==> config.mk <==
export PLATFORM = sky130hd
export DESIGN_NAME = cnn_window_scan
export DESIGN_NICKNAME = d
export VERILOG_FILES = /design/src/rtl/cnn_window_scan.sv
export SDC_FILE = /design/constraint.sdc
export NUM_CORES = 1
export LEC_CHECK = 0
export BUFFER_PORTS_ARGS = -buffer_cell sky130_fd_sc_hd__buf_2
export CAP_MARGIN = 15
export CELL_PAD_IN_SITES_DETAIL_PLACEMENT = 0
export CELL_PAD_IN_SITES_GLOBAL_PLACEMENT = 2
export CORE_MARGIN = 2
export CORE_UTILIZATION = 33
export CTS_BUF_LIST = sky130_fd_sc_hd__clkbuf_16
export CTS_CLUSTER_DIAMETER = 120
export DETAILED_ROUTE_END_ITERATION = 16
export GPL_ROUTABILITY_DRIVEN = 0
export HOLD_SLACK_MARGIN = 0.1
export PLACE_DENSITY = 0.83
export SYNTH_ARGS = -nofsm -noshare
export SYNTH_HDL_FRONTEND = slang
export SYNTH_SLANG_ARGS = --single-unit
==> constraint.sdc <==
create_clock -name clk -period 6.15 [get_ports clk]
set_clock_uncertainty 0.1 [all_clocks]
set_input_delay 1.5375 -clock clk [delete_from_list [all_inputs] [get_ports clk]]
set_output_delay 1.5375 -clock clk [all_outputs]
set_load 0.1 [all_outputs]
==> src/rtl/cnn_window_scan.sv <==
// Read-side sequencer for the CNN input-image RAM: sweeps every 3x3 window in
// raster order and presents the registered taps over a valid/ready handshake.
module cnn_window_scan #(
  parameter int IMG_W = 28,
  parameter int IMG_H = 28,
  parameter int K     = 3,
  parameter int AW    = 10
) (
  input  logic              clk,
  input  logic              rst,
  input  logic              start,
  output logic [AW-1:0]     addr_rd,
  input  logic [8:0][1:0]   tap_in,
  output logic [17:0]       win_data,
  output logic [4:0]        win_row,
  output logic [4:0]        win_col,
  output logic              win_last,
  output logic              win_valid,
  input  logic              win_ready,
  output logic              busy,
  output logic              done
);

  typedef enum logic [1:0] {IDLE, SCAN, DRAIN, DONE} state_t;

  // The RAM address points at the bottom-right tap of the current window.
  localparam logic [AW-1:0] ADDR_FIRST = AW'((K - 1) * IMG_W + (K - 1));
  localparam logic [4:0]    ROW_MAX    = 5'(IMG_H - K);
  localparam logic [4:0]    COL_MAX    = 5'(IMG_W - K);

  state_t     state, state_nxt;
  logic [4:0] row, col;
  logic       adv, at_last;

  assign adv     = (state == SCAN) && (!win_valid || win_ready);
  assign at_last = (row == ROW_MAX) && (col == COL_MAX);

  always_ff @(posedge clk or posedge rst) begin
    if (rst) state <= IDLE;
    else     state <= state_nxt;
  end

  always_comb begin
    state_nxt = state;
    busy      = 1'b0;
    done      = 1'b0;
    case (state)
      IDLE:  if (start) state_nxt = SCAN;
      SCAN: begin
        busy = 1'b1;
        if (adv && at_last) state_nxt = DRAIN;
      end
      DRAIN: begin
        busy = 1'b1;
        if (win_valid && win_ready) state_nxt = DONE;
      end
      DONE: begin
        done      = 1'b1;
        state_nxt = IDLE;
      end
      default: state_nxt = IDLE;
    endcase
  end

  // Capture a window whenever the output stage is free, then step the scan;
  // a row change skips the K-1 edge pixels that cannot anchor a window.
  always_ff @(posedge clk or posedge rst) begin
    if (rst) begin
      addr_rd   <= ADDR_FIRST;
      row       <= '0;
      col       <= '0;
      win_data  <= '0;
      win_row   <= '0;
      win_col   <= '0;
      win_last  <= 1'b0;
      win_valid <= 1'b0;
    end else if (adv) begin
      win_data  <= tap_in;
      win_row   <= row;
      win_col   <= col;
      win_last  <= at_last;
      win_valid <= 1'b1;
      if (at_last) begin
        row     <= '0;
        col     <= '0;
        addr_rd <= ADDR_FIRST;
      end else if (col == COL_MAX) begin
        col     <= '0;
        row     <= row + 5'd1;
        addr_rd <= addr_rd + AW'(K);
      end else begin
        col     <= col + 5'd1;
        addr_rd <= addr_rd + AW'(1);
      end
    end else if (win_valid && win_ready && (state == SCAN || state == DRAIN)) begin
      win_valid <= 1'b0;
    end
  end

endmodule
=== After elaboration in Yosys (flattened, before gate mapping) ===
Cells that the tools add are included.

* Add/sub/neg operators: 4
* Equality and inequality tests: 8
* Muxes and demuxes: 14
* Reductions and logical operators: 14

{| class="wikitable"
|+ Operators by type and width
! operator !! count
|-
| $mux W10 || 2
|-
| $mux W5 || 4
|-
| $add A10 B1 Y10 const B || 1
|-
| $add A10 B2 Y10 const B || 1
|-
| $add A5 B1 Y5 const B || 2
|-
| $eq A5 B5 Y1 const B || 2
|-
| $pmux W2 S4 || 1
|-
| $mux W2 || 3
|-
| $logic_and A1 B1 Y1 || 5
|-
| $eq A2 B2 Y1 const B || 2
|-
| $mux W1 || 4
|-
| $ne A2 B2 Y1 const B || 2
|-
| $reduce_bool A2 Y1 || 2
|-
| $reduce_and A3 Y1 || 1
|-
| $eq A2 B1 Y1 const B || 1
|-
| $logic_not A2 Y1 || 1
|-
| $logic_or A1 B1 Y1 || 2
|-
| $ne A2 B1 Y1 const B || 1
|-
| $reduce_and A2 Y1 || 1
|-
| $reduce_or A2 Y1 || 1
|-
| $logic_not A1 Y1 || 1
|}

* Register bits after elaboration: 52
* Input bits: 22
* Output and inout bits: 42

=== Longest topological paths before layout ===
Gate-level depths: netlist of the first run.

* Word-level depth: 6
* Depth in mapped cells: 9

=== Least setup slack after synthesis of the first run ===
OpenSTA, ideal clock, no wires.

* Path type: register to output
* Start: reg state[0]
* End: out busy
* Arrival: 1,293 ps
* Data required time: 4,512 ps
* Path slack: 3,219 ps
* Stages on the path, launching flop included: 3
* Path buffers: 0
* Path through: dfrtp_1 > inv_1 > ha_1

* Longest elaborated chain between the ends: 3
* Elaborated cells between the ends (all ways): 4
* Those cells by class: eq/ne: 2; mux: 1; reduce/logical: 1

{| class="wikitable"
|+ Ends and longest elaborated chain
! element !! RTL line !! text
|-
| start, declared || 31 || <nowiki>state_t state, state_nxt;</nowiki>
|-
| start signal, assigned || 40 || <nowiki>else state <= state_nxt;</nowiki>
|-
| $eq A2 B1 Y1 / $eq A2 B2 Y1 (equally long branches) || 47 || <nowiki>case (state)</nowiki>
|-
| $reduce_or A2 Y1 (no line) (*) || - ||
|-
| $mux W1 (*) || 47 ||
|-
| end, declared || 20 || <nowiki>output logic busy,</nowiki>
|}

Mark *: on every way between the ends. The rest lies on a longest branch, timed or not.

=== Worst setup path after layout of the first run ===
Same ends and word-level chain as after synthesis.

==> flow_metrics.py, run 1 <==
metrics = {
    "outcome": {
        "outcome": "completed",
    },
    "placed_design": {
        "dp_slack_ns": 3.08,
        "place_hpwl_um": 3460,
        "port_buffers": 63,
        "postPlaceCellArea_um2": 2800,
    },
    "timing": {
        "hold_viol_final": 0,
        "worstMarginPinSlew_ns": 0.661,
        "min_period_over_period_pct": 51.4,
        "drv_slew": 0,
        "max_clock_freq_mhz": 316,
        "rsz0062_at_grt": "no",
        "post-route-min-period_ns": 3.16,
        "slew_headroom_pct": 56.0,
        "setup_viol": 0,
        "fin_tns_setup_ns": 0,
        "fin_ws_ns": 2.99,
        "whs_ns": 0.371,
    },
    "setup_path": {
        "rrSetupSlack_ns": 3.84,
        "criticalPathCategory": "register to output pin",
        "rr_worst_depth": 8,
        "critPathRequiredTime_ns": 4.51,
        "reg2reg_from": "col[0]",
        "r2r-end": "addr_rd[9]",
        "end_kind": "output pin",
        "arrival_ns": 1.52,
        "cp-start-kind": "register",
        "worst-path-max-fanout": 4,
    },
    "global_route": {
        "grt_max_degree": 53,
        "grt_overflow_total": 0,
        "grt_usage_pct": 14.2,
        "grt_pass1_wl_um": 8780,
        "grt_pass1_vias": 1927,
        "grt_antenna_before_repair": 0,
    },
    "worst_hold_path": {
        "hold_end": "win_data[9]",
        "worstHoldPathType": "register to register",
        "holdPathStages": 2,
        "hold_start": "win_data[9]",
    },
    "floorplan": {
        "ios": 64,
        "rows": 30,
        "dieArea_um2": 7920,
        "die_x_um": 89.0,
        "die_y_um": 89.0,
        "core_area_um2": 6910,
        "start_util_pct": 34.5,
    },
    "route": {
        "drt-total-wl_um": 5040,
        "vias": 1899,
        "drt_iter0_drc": 60,
        "viasPerCell": 4.61,
        "wl_per_cell_um": 12.2,
        "drt_pass1_iterations": 4,
        "antenna_left": 0,
        "drc": 0,
    },
    "synth": {
        "yosysSeqAreaShare_pct": 54.8,
        "synth-compound-area-share_pct": 8.60,
        "synth_seq_cells": 52,
        "ys_async_sr_fraction_pct": 100,
        "synth_edf_count": 0,
        "syn_avg_cell_area_um2": 9.46,
        "yosysWarnings": 0,
        "synth_top_family_by_area": "simple AND/OR/NAND/NOR gates",
        "synth.area.top_cells": "dfrtp_1, nand2_1, ha_1, dfstp_2, o21ai_0",
        "synth-xor-area-share_pct": 2.20,
        "ys.flop_type": "dfrtp_1",
        "synth_cell_types": 42,
        "synth.largest_area_cell": "dfrtp_1",
        "synth_simple_gate_area_share_pct": 24.9,
        "syn_inst": 252,
        "synth_top_cell_area_share_pct": 50.4,
        "synth_nets": 284,
        "synthAdderAreaFrac_pct": 5.56,
        "synthMuxAreaShare_pct": 0.472,
        "synth_area_um2": 2380,
    },
    "clock_network": {
        "clk_pin_slew_ns": 0.07,
        "cts.path.max_buffers": 2,
        "cts_buffers": 5,
        "clkSinkCount": 52,
        "clkLatencyLatePin_ns": 0.29,
        "cts_root_buf": "clkbuf_16",
        "hold_buffers": 0,
        "cts_tree": "built",
        "cts_resized": 0,
        "htreeDepth": 2,
        "postCtsSetupBuffers": 0,
    },
    "finish": {
        "diodes": 0,
        "design_area_um2": 2970,
        "drive_gt1_share_pct": 27.2,
        "fin_nets": 347,
        "area_growth_pct": 24.5,
    },
    "run": {
        "drv_cap": 0,
    },
}
per-stage QoR:
| step | cells | utilization (%) |
|---|---|---|
| floorplan | 252 | - |
| CTS | 412 | 43.0 |
| detailed placement | 404 | 40.6 |
| global placement | 404 | 40.6 |
| finish | 412 | 43.0 |
| global route | 412 | 43.0 |
routing by layer:
metal	vias to the layer above	part of all wire, %	routed length [um]	track usage, %
li1	966	-	-	-
met1	891	46	2340	18.5
met2	36	48	2400	23.5
met3	6	4.8	240	3.14
met4	0	1.3	64	4.88
met5	-	0	0	0
synthesized netlist by cell type, types with 2 or more instances:
| master | number |
|---|---|
| inv_1 | 9 |
| nand3_1 | 5 |
| buf_2 | 2 |
| a31oi_1 | 4 |
| dfstp_2 | 4 |
| a21oi_1 | 6 |
| nor2b_1 | 2 |
| nor2_1 | 4 |
| a21o_1 | 2 |
| clkbuf_1 | 6 |
| nand2_1 | 97 |
| xor2_1 | 3 |
| o31ai_1 | 3 |
| ha_1 | 9 |
| o21ai_0 | 13 |
| nor3_1 | 2 |
| dfrtp_1 | 48 |
| nand4_1 | 5 |
| or3_1 | 3 |
| xnor2_1 | 3 |
kinds of logic after synthesis:
logic type | Yosys count
simple gates | 130
fa+ha+maj | 10
xor+xnor | 6
mux | 1
compound gates | 33
buf+inv | 20
flops | 52
placed cells by master (no fill, tap or decap), types with 2 or more instances in the layout:
| cell type | n |
|---|---|
| nand2_1 | 97 |
| buf_2 | 63 |
| dfrtp_1 | 48 |
| o21ai_0 | 13 |
| ha_1 | 9 |
| inv_1 | 8 |
| a21oi_1 | 6 |
| nand4_1 | 5 |
| nand3_1 | 5 |
| clkbuf_16 | 5 |
| a31oi_1 | 4 |
| dfstp_2 | 4 |
| or3_1 | 3 |
| xnor2_1 | 3 |
| nor2_1 | 3 |
| xor2_1 | 3 |
| o31ai_1 | 3 |
| buf_4 | 3 |
| nor2b_1 | 2 |
| a21o_1 | 2 |
| nor3_1 | 2 |
critical path: stages (launching register included):
cell and delay, ns:
dfrtp_1 0.40, inv_1 0.08, ha_1 0.32, buf_2 0.43
registers in the layout, summed over array words and instances (netlist names):
register	flops
win_data	18
addr_rd	10
col	5
row	5
win_col	5
win_row	5
state	2
win_last	1
win_valid	1
layout make-up:
type,count,area (um2)
Clock buffer,5,125
Inverter,10,38.8
Clock inverter,3,42.5
Tap cell,96,120
Timing Repair Buffer,66,338
Multi-Input combinational cell,180,998
Fill cell,756,3940
Sequential cell,52,1310
worst max-delay path by stage:
| stage | from | end | slack, ns | depth (start not counted) |
|---|---|---|---|---|
| 2_1_floorplan | state[0] | busy | 3.22 | 2 |
| 3_3_place_gp | win_ready | addr_rd[8] | 3.12 | 6 |
| 3_5_place_dp | win_ready | addr_rd[8] | 3.08 | 6 |
| 4_1_cts | state[0] | busy | 2.98 | 3 |
| 5_1_grt | state[0] | busy | 2.90 | 3 |
| 6_report | state[0] | busy | 2.99 | 3 |
Power of run 1 is not shown: default switching activity piles up to over one toggle a cycle in this logic, so the estimate is an artifact.
==> run 2: changes to the inputs <==
--- a/config.mk
+++ b/config.mk
@@ -10,13 +10,13 @@
 export CELL_PAD_IN_SITES_DETAIL_PLACEMENT = 0
 export CELL_PAD_IN_SITES_GLOBAL_PLACEMENT = 2
 export CORE_MARGIN = 2
-export CORE_UTILIZATION = 33
+export CORE_UTILIZATION = 28
 export CTS_BUF_LIST = sky130_fd_sc_hd__clkbuf_16
 export CTS_CLUSTER_DIAMETER = 120
 export DETAILED_ROUTE_END_ITERATION = 16
 export GPL_ROUTABILITY_DRIVEN = 0
 export HOLD_SLACK_MARGIN = 0.1
-export PLACE_DENSITY = 0.83
+export PLACE_DENSITY = 0.75
 export SYNTH_ARGS = -nofsm -noshare
 export SYNTH_HDL_FRONTEND = slang
 export SYNTH_SLANG_ARGS = --single-unit
==> constraint.sdc (replaced) <==
create_clock -name clk -period 2.55 [get_ports clk]
set_clock_uncertainty 0.1 [all_clocks]
set_input_delay 0.6375 -clock clk [delete_from_list [all_inputs] [get_ports clk]]
set_output_delay 0.6375 -clock clk [all_outputs]
set_load 0.1 [all_outputs]
==> run 2 against run 1 <==
Net effect: count of clock-buffer cells in the layout unchanged; sequential share of layout area decreased by 0.24 points; sequential cell count unchanged; via count increased by 2.1%; cell count increased by 2.7%; core utilization decreased by 6.7 points.
==> flow_metrics.py, run 2 (synthesis results as in run 1) <==
metrics = {
    "outcome": {
        "outcome": "completed",
    },
    "timing": {
        "min_period_over_period_pct": 88.2,
        "setup_viol": 0,
        "slew_headroom_pct": 60.1,
        "drv_slew": 0,
        "fin_tns_setup_ns": 0,
        "whs_ns": 0.250,
        "rsz0062_at_grt": "no",
        "max_clock_freq_mhz": 444,
        "hold_viol_final": 0,
        "fin_ws_ns": 0.300,
        "post-route-min-period_ns": 2.25,
        "worstMarginPinSlew_ns": 0.598,
    },
    "global_route": {
        "grt_max_degree": 34,
        "grt_pass1_vias": 1847,
        "grt_usage_pct": 12.2,
        "grt_antenna_before_repair": 0,
        "grt_overflow_total": 0,
        "grt_pass1_wl_um": 8800,
    },
    "route": {
        "drt-total-wl_um": 5390,
        "drt_pass1_iterations": 4,
        "drt_iter0_drc": 76,
        "viasPerCell": 4.58,
        "wl_per_cell_um": 12.7,
        "antenna_left": 0,
        "drc": 0,
        "vias": 1939,
    },
    "finish": {
        "final_common_cell": "nand2_1",
        "drive_gt1_share_pct": 28.0,
        "design_area_um2": 2990,
        "reg_top3": "win_data (18), addr_rd (10)",
        "fin_nets": 350,
        "diodes": 0,
        "final_cell_mix": "nand2_1, buf_2, dfrtp_1, o21ai_0, ha_1",
        "area_growth_pct": 25.2,
        "largest_register_ffs": 18,
        "largest-register": "win_data",
    },
    "worst_hold_path": {
        "worstHoldPathType": "primary input to asynchronous set/reset pin",
    },
    "floorplan": {
        "dieArea_um2": 9270,
        "ios": 64,
        "start_util_pct": 29.0,
        "die_x_um": 96.3,
        "core_area_um2": 8220,
        "die_y_um": 96.3,
        "rows": 33,
    },
    "clock_network": {
        "clk_pin_slew_ns": 0.07,
        "cts_tree": "built",
        "htreeDepth": 2,
        "clkLatencyLatePin_ns": 0.29,
        "cts_resized": 0,
        "postCtsSetupBuffers": 0,
        "cts_buffers": 5,
        "clkSinkCount": 52,
        "hold_buffers": 0,
        "cts_root_buf": "clkbuf_16",
        "cts.path.max_buffers": 2,
    },
    "setup_path": {
        "path_cells": "inv_1 -> ha_1 -> buf_2",
        "worst-path-max-fanout": 4,
        "critPathRequiredTime_ns": 1.81,
        "critPathBufInv": 2,
        "end_kind": "output pin",
        "slowest_delay_ns": 0.43,
        "critPathLaunch": "state[0]",
        "reg2reg_from": "col[0]",
        "crit_slowest_cell": "buf_2",
        "arrival_ns": 1.51,
        "criticalPathCategory": "register to output pin",
        "cp-start-kind": "register",
        "critical-path-top-delay-family": "buffers and inverters",
    },
    "placed_design": {
        "place_hpwl_um": 3850,
        "port_buffers": 63,
        "postPlaceCellArea_um2": 2850,
        "dp_slack_ns": 0.344,
    },
    "run": {
        "drv_cap": 0,
    },
}
run 2: stage by stage:
stage	std cells	util (%)
2_1_floorplan	252	-
3_5_place_dp	416	34.7
4_1_cts	423	36.3
6_report	423	36.3
3_3_place_gp	416	34.7
5_1_grt	423	36.3
run 2: cell type report:
type                    instances  area, um2
fillers                       864       5230
inverters                      10       38.8
well taps                     105        131
clock inverters                 2       12.5
repair buffers                 69        373
flip-flops and latches         52       1310
clock buffers                   5        125
multi-input cells             180        998
run 2: path summary, 6_finish.rpt:
kind                       depth (start not counted)  slack (ns)          end
max in group asynchronous                          3        1.50   addr_rd[5]
hold / removal                                     2        0.25  win_data[6]
min in group clk                                   2        0.37   win_col[3]
setup / recovery                                   3        0.30         busy
hold reg to reg                                    2        0.37   win_col[3]
setup reg to reg                                   8        0.32   addr_rd[9]
run 2: per-layer routing:
layer / vias up / global-route usage (%) / share of wire [%]
met2: 38 / 19.9 / 47
met1: 928 / 16.4 / 47
li1: 968 / - / -
met3: 5 / 2.82 / 5.1
met4: 0 / 3.29 / 0.78
met5: - / 0 / 0
Power of run 2 is left out for the same reason.
